<file path="src/rtl/mult_result_reader_pkg.sv">
// Shared types and constants for the multiplier result reader.
package mult_result_reader_pkg;
  localparam int AV_DATA_WIDTH  = 32;
  localparam int DEF_DATA_WIDTH = 128;
  localparam int WORDS          = DEF_DATA_WIDTH / AV_DATA_WIDTH;
  localparam int WORD_SEL_WIDTH = $clog2(WORDS);

  typedef enum logic [2:0] {
    S_IDLE,
    S_ISSUE,
    S_WAIT,
    S_PRESENT,
    S_DONE
  } state_e;

  function automatic int words_of(input int data_width);
    return data_width / AV_DATA_WIDTH;
  endfunction

  // A one-word product still needs a 1-bit selector
  function automatic int sel_width(input int n);
    return (n > 1) ? $clog2(n) : 1;
  endfunction
endpackage

</file>
<file path="src/rtl/mult_result_reader_if.sv">
// Avalon-MM read side plus product stream; master = reader, slave = RAM/sink side.
interface mult_result_reader_if
  import mult_result_reader_pkg::*;
#(
  parameter int DATA_WIDTH    = 128,
  parameter int AV_ADDR_WIDTH = 5,
  parameter int COUNT_WIDTH   = 9
);
  logic                     av_read;
  logic [AV_ADDR_WIDTH-1:0] av_address;
  logic [AV_DATA_WIDTH-1:0] av_readdata;
  logic [DATA_WIDTH-1:0]    out_data;
  logic                     out_valid;
  logic                     out_ready;
  logic [COUNT_WIDTH-1:0]   out_index;

  modport master (
    output av_read, av_address, out_data, out_valid, out_index,
    input  av_readdata, out_ready
  );

  modport slave (
    input  av_read, av_address, out_data, out_valid, out_index,
    output av_readdata, out_ready
  );
endinterface

</file>
<file path="src/rtl/mult_result_reader_latency_shift.sv">
// Delays the read strobe by the fixed RAM latency to mark the readdata capture cycle.
module mult_result_reader_latency_shift #(
  parameter int LATENCY = 1
) (
  input  logic clock,
  input  logic reset,
  input  logic flush_i,
  input  logic strobe_i,
  output logic cap_en_o
);
  logic [LATENCY:0] vld_pipe;
  logic [LATENCY:1] pipe_q;

  assign vld_pipe = {pipe_q, strobe_i};

  // Flushing on abort keeps a stale strobe from landing in a later transfer's WAIT
  always_ff @(posedge clock or posedge reset) begin
    if (reset)        pipe_q <= '0;
    else if (flush_i) pipe_q <= '0;
    else              pipe_q <= vld_pipe[LATENCY-1:0];
  end

  assign cap_en_o = vld_pipe[LATENCY];
endmodule

</file>
<file path="src/rtl/mult_result_reader.sv">
// Avalon-MM read master: fetches WORDS 32-bit words per product and streams them out.
module mult_result_reader
  import mult_result_reader_pkg::*;
#(
  parameter int DATA_WIDTH    = DEF_DATA_WIDTH,
  parameter int AV_ADDR_WIDTH = 5,
  parameter int READ_LATENCY  = 1,
  parameter int COUNT_WIDTH   = 9
) (
  input  logic                   clock,
  input  logic                   reset,
  input  logic                   start_i,
  input  logic [COUNT_WIDTH-1:0] base_index_i,
  input  logic [COUNT_WIDTH-1:0] num_products_i,
  input  logic                   abort_i,
  output logic                   busy_o,
  output logic                   done_o,
  mult_result_reader_if.master   bus
);
  localparam int NW  = words_of(DATA_WIDTH);
  localparam int SW  = sel_width(NW);
  localparam int AFW = COUNT_WIDTH + SW;

  state_e                               state_q, state_d;
  logic [COUNT_WIDTH-1:0]               k_q, k_d;
  logic [COUNT_WIDTH-1:0]               rem_q, rem_d;
  logic [SW-1:0]                        w_q, w_d;
  logic [NW-1:0][AV_DATA_WIDTH-1:0]     data_q, data_d;
  logic                                 rd;
  logic                                 cap_en;
  logic                                 hs;
  logic [AFW-1:0]                       addr_full;

  mult_result_reader_latency_shift #(.LATENCY(READ_LATENCY)) u_lat (
    .clock    (clock),
    .reset    (reset),
    .flush_i  (abort_i && (state_q != S_IDLE)),
    .strobe_i (rd),
    .cap_en_o (cap_en)
  );

  assign hs = (state_q == S_PRESENT) && bus.out_ready;

  always_ff @(posedge clock or posedge reset) begin
    if (reset) begin
      state_q <= S_IDLE;
      k_q     <= '0;
      rem_q   <= '0;
      w_q     <= '0;
      data_q  <= '0;
    end else begin
      state_q <= state_d;
      k_q     <= k_d;
      rem_q   <= rem_d;
      w_q     <= w_d;
      data_q  <= data_d;
    end
  end

  always_comb begin
    state_d = state_q;
    k_d     = k_q;
    rem_d   = rem_q;
    w_d     = w_q;
    data_d  = data_q;
    rd      = 1'b0;
    unique case (state_q)
      S_IDLE: begin
        if (start_i) begin
          k_d     = base_index_i;
          rem_d   = num_products_i;
          w_d     = '0;
          state_d = (num_products_i == '0) ? S_DONE : S_ISSUE;
        end
      end
      S_ISSUE: begin
        if (abort_i) state_d = S_DONE;
        else begin
          rd      = 1'b1;
          state_d = S_WAIT;
        end
      end
      S_WAIT: begin
        if (abort_i) state_d = S_DONE;
        else if (cap_en) begin
          data_d[w_q] = bus.av_readdata;
          if (w_q == SW'(NW - 1)) state_d = S_PRESENT;
          else begin
            w_d     = w_q + SW'(1);
            state_d = S_ISSUE;
          end
        end
      end
      S_PRESENT: begin
        // A handshake coinciding with abort still consumes the product
        if (hs) begin
          rem_d = rem_q - COUNT_WIDTH'(1);
          if (abort_i || rem_q == COUNT_WIDTH'(1)) state_d = S_DONE;
          else begin
            k_d     = k_q + COUNT_WIDTH'(1);
            w_d     = '0;
            state_d = S_ISSUE;
          end
        end else if (abort_i) state_d = S_DONE;
      end
      S_DONE:  state_d = S_IDLE;
      default: state_d = S_IDLE;
    endcase
  end

  // Address is formed wide then truncated, so window wrap-around is silent
  assign addr_full      = AFW'(k_q) * AFW'(NW) + AFW'(w_q);
  assign bus.av_address = addr_full[AV_ADDR_WIDTH-1:0];
  assign bus.av_read    = rd;
  assign bus.out_valid  = (state_q == S_PRESENT);
  assign bus.out_data   = data_q;
  assign bus.out_index  = k_q;
  assign busy_o         = (state_q != S_IDLE);
  assign done_o         = (state_q == S_DONE);
endmodule

</file>
<file path="src/flat_wrapper.sv">
// flat-port wrapper written by rule: the top's interface ports become plain ports
module mult_result_reader_flat import mult_result_reader_pkg::*;
#(
  parameter int DATA_WIDTH    = DEF_DATA_WIDTH,
  parameter int AV_ADDR_WIDTH = 5,
  parameter int READ_LATENCY  = 1,
  parameter int COUNT_WIDTH   = 9
)
  (clock, reset, start_i, base_index_i, num_products_i, abort_i, busy_o, done_o, bus_av_read, bus_av_address, bus_out_data, bus_out_valid, bus_out_index, bus_av_readdata, bus_out_ready);
  mult_result_reader_if #(.DATA_WIDTH(DATA_WIDTH), .AV_ADDR_WIDTH(AV_ADDR_WIDTH), .COUNT_WIDTH(COUNT_WIDTH)) bus_i ();
  input  logic clock;
  input  logic reset;
  input  logic start_i;
  input  logic [COUNT_WIDTH-1:0] base_index_i;
  input  logic [COUNT_WIDTH-1:0] num_products_i;
  input  logic abort_i;
  output logic busy_o;
  output logic done_o;
  output wire logic [$bits(bus_i.av_read)-1:0] bus_av_read;
  output wire logic [$bits(bus_i.av_address)-1:0] bus_av_address;
  output wire logic [$bits(bus_i.out_data)-1:0] bus_out_data;
  output wire logic [$bits(bus_i.out_valid)-1:0] bus_out_valid;
  output wire logic [$bits(bus_i.out_index)-1:0] bus_out_index;
  input wire logic [$bits(bus_i.av_readdata)-1:0] bus_av_readdata;
  input wire logic [$bits(bus_i.out_ready)-1:0] bus_out_ready;
  assign bus_av_read = bus_i.av_read;
  assign bus_av_address = bus_i.av_address;
  assign bus_out_data = bus_i.out_data;
  assign bus_out_valid = bus_i.out_valid;
  assign bus_out_index = bus_i.out_index;
  assign bus_i.av_readdata = bus_av_readdata;
  assign bus_i.out_ready = bus_out_ready;
  mult_result_reader #(.DATA_WIDTH(DATA_WIDTH), .AV_ADDR_WIDTH(AV_ADDR_WIDTH), .READ_LATENCY(READ_LATENCY), .COUNT_WIDTH(COUNT_WIDTH)) u_core (.clock(clock), .reset(reset), .start_i(start_i), .base_index_i(base_index_i), .num_products_i(num_products_i), .abort_i(abort_i), .busy_o(busy_o), .done_o(done_o), .bus(bus_i));
endmodule
</file>
<file path="config.mk">
export PLATFORM = sky130hd
export DESIGN_NAME = mult_result_reader_flat
export DESIGN_NICKNAME = d
export VERILOG_FILES = /design/src/rtl/mult_result_reader_pkg.sv /design/src/rtl/mult_result_reader_if.sv /design/src/rtl/mult_result_reader_latency_shift.sv /design/src/rtl/mult_result_reader.sv /design/src/flat_wrapper.sv
export SDC_FILE = /design/constraint.sdc
export NUM_CORES = 1
export LEC_CHECK = 0
export ABC_CLOCK_PERIOD_IN_PS = 6600
export BUFFER_PORTS_ARGS = -buffer_cell sky130_fd_sc_hd__buf_2
export CAP_MARGIN = 20
export CORE_ASPECT_RATIO = 1.2
export CORE_MARGIN = 2
export CORE_UTILIZATION = 51
export DETAILED_ROUTE_END_ITERATION = 16
export PLACE_DENSITY_LB_ADDON = 0.3
export SLEW_MARGIN = 5
export SYNTH_ARGS = -nofsm -noshare
export SYNTH_HDL_FRONTEND = slang
export SYNTH_SLANG_ARGS = --single-unit
</file>
<file path="constraint.sdc">
create_clock -name clock -period 6.6 [get_ports clock]
set_clock_uncertainty 0.15 [all_clocks]
set_input_delay 1.32 -clock clock [delete_from_list [all_inputs] [get_ports clock]]
set_output_delay 1.32 -clock clock [all_outputs]
set_load 0.01 [all_outputs]
</file>
-- Yosys cells after proc, flatten, opt, wreduce, memory -nomap -nowiden
Cells that the tools add are included.
- memory bits (read-only): 0
- memories: 0
- RAM bits: 0
- register bits after elaboration: 152
- bits in latches: 0
- output and inout port bits: 146
- muxes and demuxes: 30
- shift-type cells: 0
- bitwise logic cells: 1
- multipliers: 0
- reduce and logical (&&, ||, !) cells: 14
- add/sub/neg operators: 4
- div/mod/pow operators: 0
- equal/unequal tests: 14
- order comparisons: 2
- operators with widths (cell ; count):
    $bwmux 128 ; 1
    $demux 32 s2 ; 1
    $mux 9 ; 5
    $pmux 9 s2 ; 2
    $mux 32 ; 1
    $mux 3 ; 8
    $mux 2 ; 7
    $pmux 3 s4 ; 1
    $ne 2x2->1 const B ; 5
    $add 9x1->9 const B ; 1
    $eq 9x1->1 const B ; 1
    $logic_not 9->1 ; 1
    $reduce_and 3->1 ; 3
    $sub 9x1->9 const B ; 1
    $reduce_and 7->1 ; 1
    $eq 3x2->1 const B ; 2
    $pmux 2 s3 ; 1
    $reduce_bool 3->1 ; 2
    $add 5x2->5 ; 1
    $reduce_and 4->1 ; 1
    $eq 3x1->1 const B ; 1
    $eq 3x3->1 const B ; 1
    $logic_and 1x1->1 ; 3
    $logic_not 3->1 ; 1
    other kinds (11) ; 13

-- Depth between registers and ports, before layout
Gate-level depths: netlist (run 1).
- word-level depth: 5
- gate-level depth with buffers: 8
- mapped depth without buffers: 6

-- Modules after synthesis
Synthesis (run 1) repeated with hierarchy kept, for this count alone.
- cell total of the unflattened synthesis: 475
- area total of the unflattened synthesis: 6518.8 um2
- modules (own cells, without submodules) (module ; area an instance (um2) ; times used ; cells each):
    mult_result_reader ; 6476.2 ; 1 ; 472
    mult_result_reader_latency_shift ; 42.5 ; 1 ; 3

-- Least setup slack after synthesis (run 1)
Ideal clock, no wire load.
- path kind: in2out
- start point: in abort_i
- end point: out bus_av_read
- required time: 5.130 ns
- data arrival time: 1.949 ns
- path buffers: 1
- stages: 2
- setup slack: 3.181 ns
- cells stage by stage: clkbuf_1 nor4b_1
- cells in the longest elaborated chain, start to end: 2
- ends and longest elaborated chain (element ; line ; source):
    start: declaration ; flat_wrapper.sv:16 ; input logic abort_i;
    $mux 1 ; mult_result_reader.sv:77 ; if (abort_i) state_d = S_DONE;
    $mux 1 ; mult_result_reader.sv:67 ; unique case (state_q)
    end: declaration ; flat_wrapper.sv:19 ; output wire logic [$bits(bus_i.av_read)-1:0] bus_av_read;
Every way passes these cells.

-- Worst setup path in the final report (run 1)
- start point: reg u_core.state_q[1]
- end point: out bus_out_valid
- cells in the longest elaborated chain, start to end: 1
- ends and longest elaborated chain (element ; line ; source):
    start: declaration ; mult_result_reader.sv:24 ; state_e state_q, state_d;
    start signal: assignment ; mult_result_reader.sv:52 ; state_q <= state_d;
    $eq 3x2->1 ; mult_result_reader.sv:115 ; assign bus.out_valid = (state_q == S_PRESENT);
    end: declaration ; flat_wrapper.sv:22 ; output wire logic [$bits(bus_i.out_valid)-1:0] bus_out_valid;
Every way passes these cells.

==> impl_metrics.env, run 1 <==
export IMPL_status="finished clean"
export IMPL_cts_sink_count=152
export IMPL_n_fill_cell=940
export IMPL_clkSlewWorstSetupHoldPaths_ns=0.06
export IMPL_drc=0
export IMPL_p_leak_uw=0.004458
export IMPL_final_common_cell="buf_2"
export IMPL_yosysSeqAreaShare=0.5964
export IMPL_grt_pass1_vias=4627
export IMPL_required_ns=5.13
export IMPL_max_freq_ghz=0.2589
export IMPL_maxSlewHeadroom=0.3216
export IMPL_place_ws_ns=2.558
export IMPL_finalPower_uw=2779
export IMPL_ys_types=47
export IMPL_combPwrFrac=0.222
export IMPL_finalCritPeriodShare=0.5852
export IMPL_placed_cell_area_um2=7446
export IMPL_grt_pass1_wl_um=23690
export IMPL_post_cts_buffers=0
export IMPL_cpPeakStageDelay_ns=0.55
export IMPL_syn_nets=532
export IMPL_switching_power_uw=875.3
export IMPL_stdcell_area_um2=8034
export IMPL_synth_seq_cells=152
export IMPL_grt_overflow_total=0
export IMPL_fin_crit_ns=3.862
export IMPL_rows=44
export IMPL_switching_share=0.3150
export IMPL_cts_root_buf="clkbuf_16"
export IMPL_die_y_um=126.5
export IMPL_num_vias=4566
export IMPL_r2r_cells=4
export IMPL_pwr_share_seq=0.440
export IMPL_start_util=0.5242
export IMPL_synth_top_family_by_area="multiplexers"
export IMPL_hold_slack_ns=0.3499
export IMPL_ys_async_sr_fraction=1.000
export IMPL_die_area_um2=13420
export IMPL_layout_common_cells="buf_2, dfrtp_1, mux2_2"
export IMPL_cts_max_level=4
export IMPL_p_int_uw=1904
export IMPL_crit_path_cell_trace="nand3b_1 > buf_6 > clkinv_1 > buf_2"
export IMPL_drv_cap=0
export IMPL_synth_compound_area_share=0.06121
export IMPL_grt_max_degree=102
export IMPL_dp_hpwl_um=10120
export IMPL_diodes=0
export IMPL_r2r_start="u_core.state_q[1]"
export IMPL_ys_warn_count=0
export IMPL_crit_buf_inv=3
export IMPL_io_buffers=200
export IMPL_seq_area_um2=3804
export IMPL_synth_adder_area_share=0.01373
export IMPL_drive_above_1_share=0.5541
export IMPL_worstSetupPathType="reg -> out"
export IMPL_die_x_um=106.1
export IMPL_worst_pin_slew_ns=1.008
export IMPL_firstDrtPassIters=4
export IMPL_num_io_pins=201
export IMPL_power_density_nw_per_um2=345.9
export IMPL_r2r_slack_ns=3.70
export IMPL_fin_ws_ns=2.738
export IMPL_ant_nets=0
export IMPL_core_area_um2=12170
export IMPL_clk_path_buf_depth=2
export IMPL_synth_edf_count=0
export IMPL_routabilityCongestion=0.8763
export IMPL_slew_viol_final=0
export IMPL_clk_latency_ns=0.41
export IMPL_cp_end_kind="output port"
export IMPL_synthXorXnorAreaFrac=0
export IMPL_crit_family="buffers and inverters"
export IMPL_area_growth_pct=25.98
export IMPL_p_clk_frac=0.338
export IMPL_cts_hold_buf=0
export IMPL_synth_simple_area_share=0.06867
export IMPL_finalSetupTns_ns=0
export IMPL_numCtsBuffers=17
export IMPL_critical_path_max_fanout=22
export IMPL_synthCells=470
export IMPL_setup_viol=0
export IMPL_synth_area_um2=6377
export IMPL_nets=724
export IMPL_synth_area_mux_share=0.2295
export IMPL_cp_depth=4
export IMPL_avgSynthCellArea_um2=13.57
export IMPL_grt_usage=0.2270
export IMPL_min_from="u_core.bus.out_data[65]"
export IMPL_cts_tree="built"
export IMPL_wire_per_inst_um=17.70
export IMPL_max_vdd_ir_drop_uv=211.0
export IMPL_first_iter_violations=184
export IMPL_hold_path_class="reg -> reg"
export IMPL_hold_viol=0
export IMPL_min_to="u_core.bus.out_data[65]"
export IMPL_viasPerCell=5.462
export IMPL_multi_input_area_um2=2390
export IMPL_antenna_found_initial=0
export IMPL_drt_total_wl_um=14800
export IMPL_arrival_ns=2.39
export IMPL_ys_flop_type="dfrtp_1"
export IMPL_cts_resized_gates=0
export IMPL_whs_path_depth=1
export IMPL_timing_rr_end="u_core.bus.out_data[101]"
export IMPL_cpMaxStageDelayCell="dfrtp_1"
export IMPL_critPathLaunchType="flop"
export IMPL_rsz0062_at_grt="false"
kinds of logic after synthesis:
logic type,after synthesis
AOI/OAI and AO/OA,62
and+or+nand+nor,80
buffers and inverters,39
DFF,152
muxes,130
adders and majority gates,7
worst reg2reg max path: cells and delay by family (launching register included):
family           cells  cell delay (ns)
flip-flops           1             0.64
AND/OR/NAND/NOR      3             1.45
multiplexers         1             0.53
metal layers:
layer | routed length [um] | global-route usage | up-vias
met3 | 888 | 0.05755 | 18
met4 | 233 | 0.07663 | 0
met5 | 0 | 0 | -
met1 | 6010 | 0.2827 | 2277
li1 | - | - | 2090
met2 | 7666 | 0.3879 | 181
power groups by stage:
stage                     logic, uW  registers [uW]  clock network [uW]
after floorplan                 394            1250                   0
after global placement          601            1220                   0
after detailed placement        618            1230                   0
after CTS                       620            1220                 961
after global routing            677            1240                 997
final                           617            1220                 941
registers in the layout, summed over array words and instances (netlist names):
name and flops:
u_core.bus.out_data 128, u_core.u_lat.cap_en_o 1, u_core.rem_q 9, u_core.bus.out_index 9, u_core.w_q 2, u_core.state_q 3
Yosys cell counts, types with 6 or more instances:
cell type / instances / area (um^2)
clkbuf_1: 7 / 26.28
dfrtp_1: 152 / 3804
ha_1: 7 / 87.58
nor4_1: 9 / 56.30
mux2_2: 130 / 1464
nor2_1: 13 / 48.80
o22ai_1: 7 / 43.79
a21oi_1: 18 / 90.09
inv_1: 9 / 33.78
nand3_1: 8 / 40.04
o21ai_0: 12 / 60.06
buf_1: 12 / 45.04
nor3_1: 6 / 30.03
nand2_1: 20 / 75.07
through the flow:
step | cells | util
finish | 836 | 0.6603
global placement | 803 | 0.6120
CTS | 835 | 0.6594
detailed placement | 803 | 0.6120
floorplan | 470 | -
global route | 836 | 0.6603
worst max-delay path by stage:
| stage | from | endpoint | slack, ns |
|---|---|---|---|
| floorplan | reset | u_core.bus.out_data[0] | 1.04 |
| global placement | u_core.state_q[1] | bus_out_valid | 2.70 |
| detailed placement | u_core.state_q[1] | bus_out_valid | 2.56 |
| CTS | u_core.state_q[1] | bus_out_valid | 2.11 |
| global route | u_core.state_q[1] | bus_out_valid | 2.60 |
| finish | u_core.state_q[1] | bus_out_valid | 2.74 |
layout make-up:
class | count | area share
Clock inverter | 14 | 0.01713
Sequential cell | 152 | 0.4734
Tap cell | 161 | 0.02507
Timing Repair Buffer | 202 | 0.1269
Multi-Input combinational cell | 279 | 0.2975
Clock buffer | 18 | 0.05466
Inverter | 10 | 0.005295
(Power assumes the default switching activity.)
==> inputs of run 2 (changes only) <==
ABC_CLOCK_PERIOD_IN_PS = 3900   (was 6600)
clock period = 3.9 ns   (was 6.6 ns; I/O delays follow)
==> run 2 against run 1 <==
Effect of this change: first-iteration DRC count grew 15%; critical path depth shrank 1; count of clock-buffer cells in the layout is the same; worst hold slack lost 0.045 ns; global-route usage is essentially flat; sequential share of layout area shrank 0.34 points; via count grew 0.50%; setup slack lost 1.7 ns; final cell count grew 0.60%; combinational power grew 70%; die area is the same; highest routed layer unchanged.
==> impl_metrics.env, run 2 (synthesis gave the netlist of run 1 again) <==
export IMPL_status="finished clean"
export IMPL_max_freq_ghz=0.3492
export IMPL_largest_reg_flops=128
export IMPL_die_area_um2=13420
export IMPL_drv_cap=0
export IMPL_antenna_found_initial=0
export IMPL_cts_hold_buf=0
export IMPL_required_ns=2.97
export IMPL_clk_path_buf_depth=2
export IMPL_finalCritPeriodShare=0.7342
export IMPL_drive_above_1_share=0.5559
export IMPL_grt_overflow_total=0
export IMPL_routabilityCongestion=0.7823
export IMPL_diodes=0
export IMPL_rows=44
export IMPL_firstDrtPassIters=4
export IMPL_core_area_um2=12170
export IMPL_layout_common_cells="buf_2, dfrtp_1, mux2_2"
export IMPL_p_leak_uw=0.004485
export IMPL_rsz0062_at_grt="false"
export IMPL_first_iter_violations=212
export IMPL_hold_path_class="in -> async"
export IMPL_finalSetupTns_ns=0
export IMPL_placed_cell_area_um2=7502
export IMPL_viasPerCell=5.457
export IMPL_post_cts_buffers=0
export IMPL_cts_max_level=4
export IMPL_wire_per_inst_um=17.35
export IMPL_nets=729
export IMPL_crit_family="buffers and inverters"
export IMPL_cts_tree="built"
export IMPL_grt_pass1_wl_um=23810
export IMPL_crit_buf_inv=2
export IMPL_die_y_um=126.5
export IMPL_drc=0
export IMPL_power_density_nw_per_um2=589.5
export IMPL_num_io_pins=201
export IMPL_io_buffers=200
export IMPL_die_x_um=106.1
export IMPL_grt_usage=0.2270
export IMPL_maxSlewHeadroom=0.4475
export IMPL_numCtsBuffers=17
export IMPL_critPathLaunchType="flop"
export IMPL_max_vdd_ir_drop_uv=349.7
export IMPL_slew_viol_final=0
export IMPL_r2r_start="u_core.state_q[1]"
export IMPL_final_common_cell="buf_2"
export IMPL_stdcell_area_um2=8093
export IMPL_cts_sink_count=152
export IMPL_dp_hpwl_um=10350
export IMPL_r2r_cells=4
export IMPL_r2r_slack_ns=1.11
export IMPL_cp_end_kind="output port"
export IMPL_area_growth_pct=26.90
export IMPL_hold_viol=0
export IMPL_cts_root_buf="clkbuf_16"
export IMPL_worstSetupPathType="reg -> out"
export IMPL_drt_total_wl_um=14590
export IMPL_setup_viol=0
export IMPL_timing_rr_end="u_core.bus.out_data[64]"
export IMPL_grt_max_degree=73
export IMPL_worst_pin_slew_ns=0.8258
export IMPL_crit_path_cell_trace="nand3b_1 > clkinv_1 > buf_2"
export IMPL_crit_start="u_core.state_q[1]"
export IMPL_start_util=0.5242
export IMPL_ant_nets=0
export IMPL_cpPeakStageDelay_ns=0.56
export IMPL_cpMaxStageDelayCell="dfrtp_1"
export IMPL_grt_pass1_vias=4654
export IMPL_clkSlewWorstSetupHoldPaths_ns=0.07
export IMPL_fin_crit_ns=2.864
export IMPL_num_vias=4589
export IMPL_critical_path_max_fanout=18
export IMPL_arrival_ns=1.93
export IMPL_cts_resized_gates=0
export IMPL_finalPower_uw=4770
export IMPL_n_fill_cell=887
export IMPL_clk_latency_ns=0.42
## run 2: per-layer routing
| metal | up-vias | GRT usage | wire (um) |
|---|---|---|---|
| met5 | - | 0 | 0 |
| met4 | 0 | 0.06889 | 149 |
| met3 | 12 | 0.05344 | 857 |
| met2 | 169 | 0.3890 | 7645 |
| met1 | 2307 | 0.2878 | 5940 |
| li1 | 2101 | - | - |
## run 2: report_power, final
group          switching, uW  internal, uW
Clock                    679           959
Combinational            565           488
Sequential               249          1830
Total                   1490          3280
## run 2: layout make-up
class	count	area, um^2	area share
Multi-Input combinational cell	279	2390	0.2953
Clock inverter	14	161.4	0.01994
Inverter	10	41.29	0.005102
Sequential cell	152	3804	0.4700
Clock buffer	18	429.2	0.05303
Timing Repair Buffer	207	1066	0.1317
Tap cell	161	201.4	0.02489
## run 2: worst max-delay path by stage
stage | end | cells past startpoint
after floorplan | u_core.bus.out_data[0] | 1
after global placement | u_core.bus.out_data[77] | 4
after detailed placement | u_core.bus.out_data[107] | 5
after CTS | bus_out_valid | 3
after global routing | u_core.bus.out_data[64] | 4
final | bus_out_valid | 3
## run 2: stage by stage
stage	setup slack, ns	utilization	instances	hold WS [ns]
2_1_floorplan	1.053	-	470	0.3439
3_3_place_gp	0.9965	0.6166	809	0.3322
3_5_place_dp	0.8495	0.6166	809	0.3386
4_1_cts	1.030	0.6652	841	0.3215
5_1_grt	0.9217	0.6652	841	0.3555
6_report	1.036	0.6652	841	0.3052
==> inputs of run 3 (changes only) <==
ABC_CLOCK_PERIOD_IN_PS = 2900   (was 3900)
clock period = 2.9 ns   (was 3.9 ns; I/O delays follow)
==> run 3 against run 2 <==
Effect of this change: global-route usage grew 0.18 points; register-to-register slack got worse by 0.59 ns; setup slack worse by 0.63 ns; via count grew 2.0%; die area did not move; sequential share of layout area shrank 0.67 points.
==> impl_metrics.env, run 3 (synthesis gave the netlist of run 1 again) <==
export IMPL_timing_rr_end="u_core.bus.out_index[5]"
export IMPL_clk_path_buf_depth=2
export IMPL_crit_family="flip-flops"
export IMPL_layout_common_cells="buf_2, dfrtp_1, mux2_2"
export IMPL_required_ns=2.17
export IMPL_grt_overflow_total=0
export IMPL_grt_pass1_wl_um=24090
export IMPL_stdcell_area_um2=8210
export IMPL_crit_buf_inv=2
export IMPL_r2r_slack_ns=0.52
export IMPL_post_cts_buffers=0
export IMPL_dp_cells=817
export IMPL_cts_sink_count=152
export IMPL_crit_path_cell_trace="nand3b_1 > clkinv_1 > buf_2"
export IMPL_routabilityCongestion=0.8486
export IMPL_finalSetupTns_ns=0
export IMPL_p_leak_uw=0.004558
export IMPL_crit_start="u_core.state_q[1]"
export IMPL_die_y_um=126.5
export IMPL_rows=44
export IMPL_cts_hold_buf=0
export IMPL_num_io_pins=201
export IMPL_firstDrtPassIters=4
export IMPL_grt_max_degree=43
export IMPL_start_util=0.5242
export IMPL_area_growth_pct=28.74
export IMPL_setup_viol=0
export IMPL_numCtsBuffers=17
export IMPL_arrival_ns=1.76
export IMPL_critPathCapture="bus_out_valid"
export IMPL_viasPerCell=5.516
export IMPL_cp_end_kind="output port"
export IMPL_hold_viol=0
export IMPL_nets=737
export IMPL_critical_path_max_fanout=18
export IMPL_core_area_um2=12170
export IMPL_clk_latency_ns=0.41
export IMPL_worstSetupPathType="reg -> out"
export IMPL_max_freq_ghz=0.4009
export IMPL_fin_crit_ns=2.495
export IMPL_die_x_um=106.1
export IMPL_max_vdd_ir_drop_uv=507.7
export IMPL_slew_viol_final=0
export IMPL_hold_path_class="in -> async"
export IMPL_cts_resized_gates=0
export IMPL_maxSlewHeadroom=0.4946
export IMPL_first_iter_violations=232
export IMPL_place_ws_ns=0.6352
export IMPL_cpPeakStageDelay_ns=0.58
export IMPL_cts_tree="built"
export IMPL_worst_pin_slew_ns=0.7565
export IMPL_status="finished clean"
export IMPL_io_buffers=200
export IMPL_fin_ws_ns=0.4054
export IMPL_placed_cell_area_um2=7575
export IMPL_rsz0062_at_grt="false"
export IMPL_finalCritPeriodShare=0.8602
export IMPL_die_area_um2=13420
export IMPL_diodes=0
export IMPL_cp_depth=3
export IMPL_num_vias=4683
export IMPL_drc=0
export IMPL_layout_cells_non_filler=849
export IMPL_r2r_start="u_core.rem_q[1]"
export IMPL_drive_above_1_share=0.5610
export IMPL_power_density_nw_per_um2=802.1
export IMPL_ant_nets=0
export IMPL_grt_pass1_vias=4667
export IMPL_largest_reg_flops=128
export IMPL_clkSlewWorstSetupHoldPaths_ns=0.06
export IMPL_antenna_found_initial=0
export IMPL_final_common_cell="buf_2"
export IMPL_drt_total_wl_um=15010
export IMPL_cpMaxStageDelayCell="dfrtp_1"
export IMPL_dp_hpwl_um=10620
export IMPL_cts_max_level=4
export IMPL_r2r_cells=6
export IMPL_grt_usage=0.2287
export IMPL_cts_root_buf="clkbuf_16"
export IMPL_wire_per_inst_um=17.68
export IMPL_critPathLaunchType="flop"
export IMPL_drv_cap=0
==> run 3: worst min-delay path by stage <==
stage          depth (start not counted)                        to  slack (ns)
4_1_cts                                2  u_core.bus.out_data[121]        0.15
6_report                               2  u_core.bus.out_data[121]        0.14
3_5_place_dp                           1  u_core.bus.out_data[101]        0.34
5_1_grt                                2  u_core.bus.out_data[121]        0.19
3_3_place_gp                           1   u_core.bus.out_data[80]        0.33
2_1_floorplan                          2           u_core.rem_q[7]        0.34
==> run 3: layer usage <==
| layer | wire, um | part of all wire | GRT usage |
|---|---|---|---|
| met2 | 7520 | 0.50 | 0.3860 |
| met3 | 784 | 0.052 | 0.04317 |
| met5 | 0 | 0 | 0 |
| met1 | 6449 | 0.43 | 0.2951 |
| met4 | 255 | 0.017 | 0.08669 |
==> run 3: metrics by stage <==
step | power (uW) | util | hold slack [ns]
finish | 6585 | 0.6748 | 0.1384
global route | 6891 | 0.6748 | 0.1943
CTS | 6609 | 0.6748 | 0.1540
detailed placement | 4243 | 0.6226 | 0.3379
global placement | 4166 | 0.6226 | 0.3320
floorplan | 3736 | - | 0.3439
==> run 3: cell type report <==
type	instances	area, um^2
clock buffer	19	442.9
clock inverter	13	192.7
fill	932	3956
inverter	10	41.29
multi-input combinational	279	2390
sequential	152	3804
tap	161	201.4
timing repair buffer	215	1139
==> run 3: power by group <==
group | internal, uW | total, uW | switching, uW
combinational | 663 | 1420 | 759
sequential | 2460 | 2790 | 331
clock | 1480 | 2370 | 893
